==> src/rtl/cpu_types_pkg.sv <==
// Shared CPU types: register index and pipeline sequencer state.
package cpu_types_pkg;

   typedef logic [4:0] regbits_t;

   typedef enum logic [1:0] {
      RUN    = 2'b00,
      DRAIN  = 2'b01,
      HALTED = 2'b10
   } pipe_state_t;

endpackage

==> src/rtl/pipeline_ctrl_hazard_detect.sv <==
// Load-use comparator: execute-stage load writing a register that decode reads.
// Latency: combinational. Backpressure: none.
module hazard_detect
   import cpu_types_pkg::*;
(
   input  logic     ex_dREN,
   input  regbits_t ex_wsel,
   input  regbits_t id_rs,
   input  regbits_t id_rt,
   output logic     lu_hazard
);

   // Register 0 is hardwired, so a load targeting it never creates a dependency.
   assign lu_hazard = ex_dREN && (ex_wsel != '0) &&
                      ((ex_wsel == id_rs) || (ex_wsel == id_rt));

endmodule

==> src/rtl/pipeline_ctrl.sv <==
// Pipeline sequencer: latch en/flush, PC enable, halt drain; optional counters (PIPE_CTRL_PERF_EN).
// Latency: controls combinational from state+inputs; only FSM state/halt are registered.
// Backpressure: dmem wait freezes everything; imem wait bubbles decode; load-use bubbles execute.
module pipeline_ctrl
   import cpu_types_pkg::*;
#(
   parameter int STALL_CNT_W = 32
) (
   input  logic                   CLK,
   input  logic                   nRST,
   input  logic                   ihit,
   input  logic                   dhit,
   input  logic                   mem_dREN,
   input  logic                   mem_dWEN,
   input  logic                   mem_redirect,
   input  logic                   mem_halt,
   input  logic                   ex_dREN,
   input  regbits_t               ex_wsel,
   input  regbits_t               id_rs,
   input  regbits_t               id_rt,
   output logic                   pc_en,
   output logic                   fl_en,
   output logic                   fl_flush,
   output logic                   dl_en,
   output logic                   dl_flush,
   output logic                   el_en,
   output logic                   el_flush,
   output logic                   ml_en,
   output logic                   ml_flush,
   output logic                   halt,
   output logic [STALL_CNT_W-1:0] stall_cnt,
   output logic [STALL_CNT_W-1:0] flush_cnt
);

   pipe_state_t state, state_nxt;
   logic        lu_hazard;
   logic        dwait;
   logic        stall_ev;
   logic        flush_ev;

   hazard_detect u_hazard_detect (
      .ex_dREN   (ex_dREN),
      .ex_wsel   (ex_wsel),
      .id_rs     (id_rs),
      .id_rt     (id_rt),
      .lu_hazard (lu_hazard)
   );

   assign dwait = (mem_dREN || mem_dWEN) && !dhit;

   always_comb begin
      pc_en     = 1'b0;
      fl_en     = 1'b0;
      fl_flush  = 1'b0;
      dl_en     = 1'b0;
      dl_flush  = 1'b0;
      el_en     = 1'b0;
      el_flush  = 1'b0;
      ml_en     = 1'b0;
      ml_flush  = 1'b0;
      stall_ev  = 1'b0;
      flush_ev  = 1'b0;
      state_nxt = state;
      case (state)
         RUN: begin
            if (dwait) begin
               stall_ev = 1'b1;
            end else if (mem_halt) begin
               // Let the halt reach writeback while squashing everything younger.
               fl_flush  = 1'b1;
               dl_flush  = 1'b1;
               el_flush  = 1'b1;
               ml_en     = 1'b1;
               state_nxt = DRAIN;
            end else if (mem_redirect) begin
               pc_en    = 1'b1;
               fl_flush = 1'b1;
               dl_flush = 1'b1;
               el_flush = 1'b1;
               ml_en    = 1'b1;
               flush_ev = 1'b1;
            end else if (lu_hazard) begin
               dl_flush = 1'b1;
               el_en    = 1'b1;
               ml_en    = 1'b1;
               stall_ev = 1'b1;
            end else if (!ihit) begin
               fl_flush = 1'b1;
               dl_en    = 1'b1;
               el_en    = 1'b1;
               ml_en    = 1'b1;
               stall_ev = 1'b1;
            end else begin
               pc_en = 1'b1;
               fl_en = 1'b1;
               dl_en = 1'b1;
               el_en = 1'b1;
               ml_en = 1'b1;
            end
         end
         DRAIN: begin
            ml_flush  = 1'b1;
            state_nxt = HALTED;
         end
         HALTED: state_nxt = HALTED;
         default: state_nxt = RUN;
      endcase
   end

   always_ff @(posedge CLK or negedge nRST) begin
      if (!nRST) begin
         state <= RUN;
         halt  <= 1'b0;
      end else begin
         state <= state_nxt;
         if (state == DRAIN) halt <= 1'b1;
      end
   end

`ifdef PIPE_CTRL_PERF_EN
   // Events only fire in RUN, so the counters freeze once the drain begins.
   always_ff @(posedge CLK or negedge nRST) begin
      if (!nRST) begin
         stall_cnt <= '0;
         flush_cnt <= '0;
      end else begin
         if (stall_ev && (stall_cnt != '1)) stall_cnt <= stall_cnt + 1'b1;
         if (flush_ev && (flush_cnt != '1)) flush_cnt <= flush_cnt + 1'b1;
      end
   end
`else
   logic unused_ev;
   assign unused_ev = stall_ev ^ flush_ev;
   assign stall_cnt = '0;
   assign flush_cnt = '0;
`endif

endmodule
==> config.mk <==
export PLATFORM = sky130hd
export DESIGN_NAME = pipeline_ctrl
export DESIGN_NICKNAME = d
export VERILOG_FILES = /design/src/rtl/cpu_types_pkg.sv /design/src/rtl/pipeline_ctrl_hazard_detect.sv /design/src/rtl/pipeline_ctrl.sv
export SDC_FILE = /design/constraint.sdc
export NUM_CORES = 1
export LEC_CHECK = 0
export ABC_AREA = 1
export CAP_MARGIN = 0
export CORE_MARGIN = 10
export CORE_UTILIZATION = 29
export CTS_CLUSTER_SIZE = 40
export DETAILED_ROUTE_END_ITERATION = 12
export GPL_ROUTABILITY_DRIVEN = 0
export PLACE_DENSITY = 0.84
export SYNTH_ARGS = -nofsm -noshare
export SYNTH_HDL_FRONTEND = slang
export SYNTH_SLANG_ARGS = --single-unit
==> constraint.sdc <==
create_clock -name CLK -period 2.1 [get_ports CLK]
set_clock_uncertainty 0.15 [all_clocks]
set_input_delay 0.315 -clock CLK [delete_from_list [all_inputs] [get_ports CLK]]
set_output_delay 0.315 -clock CLK [all_outputs]
set_load 0.02 [all_outputs]
==> metrics.md <==
| Metric | Value |
|---|---|
| Via-per-instance ratio | approximately 3.3 |
| Initial antenna violation count | 0 |
| Die Width | approximately 77 µm |
| Die ar. | 5890 µm² |
| Min-Delay Path Class | input pin to asynchronous set/reset pin |
| Power consumption | about 360 µW |
| Post-placement cell count | roughly 240 |
| Met2 Wirelength | 1390 µm |
| Storage cell area | 75.1 µm² |
| I/O pins | 98 |
| Effective utilization at floorplan | a little under a third |
| GRT Residual Overflow | 0 |
| R2R setup slack | 840 ps |
| Crit path DAT | around 1600 ps |
| Period utilization | a little over nine tenths |
| Largest net degree at the start of global routing | 5 |
| Endpoints failing hold | 0 |
| Critical path endpoint category | output pin |
| GRT Total Usage | 7.96% |
| Post-synthesis cell type count | 18 |
| Commonest non-fill, non-tap cell in the layout | conb_1 |
| Worst-path clk slew | 40 ps |
| Mapped Cells | 150 |
| Highest fanout seen on the critical path | 3 |
| Clock tree from TritonCTS | yes |
| Mean Syn Cell Area | a little over 6 µm² |
| Worst ir drop on vdd | 86.1 µV |
| Origin of the critical flop-to-flop path | state[0] |
| Area used by multi-input combinational logic | ~540 µm² |
| DRC Markers | 0 |
| Combinational share of power | about 54% |
| Clock buffer depth | 2 |
| Diode count | 0 |
| Share of cells above drive strength 1 | roughly a fifth |
| Leakage | roughly 0.8 nW |
| Switching Share | 50.1% |
| Most frequent cells in the layout | 64 x conb_1, 28 x nand2_1, 16 x inv_1 |
| CTS hold repair buffers | 0 |
| Clock Latency Late Sink | between 200 and 300 ps |
| P&R area growth vs syn | 28.8% |
| Mapped cell area | ~930 µm² |
| Int Pwr | between 150 and 200 µW |
| Clock Power Share | ~30% |
| Vias in the first global route | between 800 and 900 |
| Final Cell Area | approximately 1200 µm² |
| Min Tclk post-route | roughly 2100 ps |
| Fin Hold WS | 105 ps |
| DR top layer | met4 |
| Final Max Tran Viols | 0 |
| Max-cap violations | 0 |
| CP startpoint kind | register |
| Fillers | 320 |
| Core area | roughly 3100 µm² |
| DRT iter0 DRCs | 10 |
| Global-route wire length before repair | 3900 µm |
| Placed cell areas | 1140 µm² |
| Routed WL | between 2000 and 3000 µm |
| Sequential cell area fraction in the yosys report | 8.03% |
| Met3 routed WL | about 230 µm |
| WS Path Type | register to output pin |
| # rows | 20 |
| Synth Warn # | 0 |
| Seq pwr share | approximately 16% |
| Post-DP HPWL | between 2000 and 2500 µm |
| Post-layout util | between 30 and 40% |
| Non-Filler Instances | ~240 |
| Root Driver | clkbuf_4 |
| Cts bufs inserted | 3 |
| DR WL/cell | between 10 and 15 µm |
| Worst EP required | 1630 ps |
| Worst Reg-to-Reg Cells | 3 |
| RR Endpoint | halt |
| #FFs+latches synth | 3 |
| Vias | 798 |
| Overall die height | roughly 77 µm |
| Psw | 181 µW |
| Metal-1 WL | roughly 920 µm |
| Clk sinks | 3 |
| Unrepaired setup endpoints after global routing | true |
| Pwr Density | about 300 nW/µm² |
| Status | completed |
| Nets@finish | between 200 and 250 |
| H-tree level count | 1 |
| Iteration count of the initial detailed-routing pass | 2 |
| Achievable clock frequency | between 0.4 and 0.5 GHz |
| Final ANT Viol Nets | 0 |
| Port Buffer Count | 33 |
| Setup Viol. Count Final | 0 |
[sequential cells by signal, summed over array words and instances, names as in the netlist]
register and count:
halt 1, state 2
[cells in the mapped netlist (all sizes together)]
library cell	number	share of area (%)
nand4	1	0.67
a21oi	2	1.1
dfrtp	3	8.0
inv	24	9.6
o21ai	3	1.6
nand2	30	13
nand3	3	1.6
conb	1	0.40
nor2	14	7.8
xnor2	2	1.9
ha	2	2.7
or2	1	0.67
buf	64	51
[final cells by class]
type | instances | area share, %
Inverter | 24 | 7.48
Clock buffer | 4 | 2.18
Multi-Input combinational cell | 122 | 44.9
Sequential cell | 3 | 6.24
Tap cell | 44 | 4.57
Timing Repair Buffer | 44 | 34.6
[power by group through the flow]
stage | combinational [mW] | clock, mW | sequential (mW)
after floorplan | 0.222 | 0 | 0.0589
after global routing | 0.210 | 0.115 | 0.0580
final | 0.193 | 0.110 | 0.0580
after CTS | 0.187 | 0.113 | 0.0580
after global placement | 0.187 | 0 | 0.0589
after detailed placement | 0.189 | 0 | 0.0589
[cell families (layout without fill, tap and decap cells)]
kind of cell               after synthesis  after routing  share of synthesized area (%)
AOI/OAI and AO/OA                        5              5                           2.68
and+or+nand+nor                         49             49                           23.3
DFF                                      3              3                           8.03
adders and majority gates                2              2                           2.68
buffers and inverters                   88             72                           61.0
xor gates and xnor gates                 2              2                           1.87
other                                    1             64                          0.401
[worst max-delay path: stages, from the launching register on]
cell and delay, ps:
dfrtp_1 380, inv_2 80, ha_4 130, inv_2 40, nor2_4 80, inv_2 50, nor2_2 110, inv_2 60
nor2_4 110, nand2_2 60, nor2_2 120, buf_6 130
[metrics by stage]
stage	TNS, ps	setup WS, ps
after floorplan	0	75.6
after global placement	-2660	-440
after detailed placement	-2770	-450
after CTS	0	3.21
after global routing	-79.6	-71.5
final	0	37.8
[layer usage]
| metal | vias up | global-route usage (%) |
|---|---|---|
| li1 | 403 | - |
| met1 | 337 | 7.64 |
| met2 | 52 | 14.1 |
| met3 | 6 | 3.26 |
| met4 | 0 | 4.46 |
| met5 | - | 0 |
[how the worst max path moves through the flow]
stage / from / endpoint / slack [ps] / cells past startpoint
final: state[0] / fl_en / 40 / 11
after global routing: state[0] / fl_en / -70 / 11
after CTS: state[0] / el_flush / 3 / 8
after detailed placement: ex_wsel[0] / pc_en / -450 / 10
after global placement: ex_wsel[0] / dl_flush / -440 / 10
after floorplan: state[0] / dl_flush / 80 / 8
[what timing repair did]
item                                   CTS  global route
gates resized for setup                 33            18
setup buffers                            0             2
pin swaps                                0            14
endpoints found under the hold margin    0             0
setup endpoints to repair                8             7
Note: power is estimated with default switching activity, not from simulation.
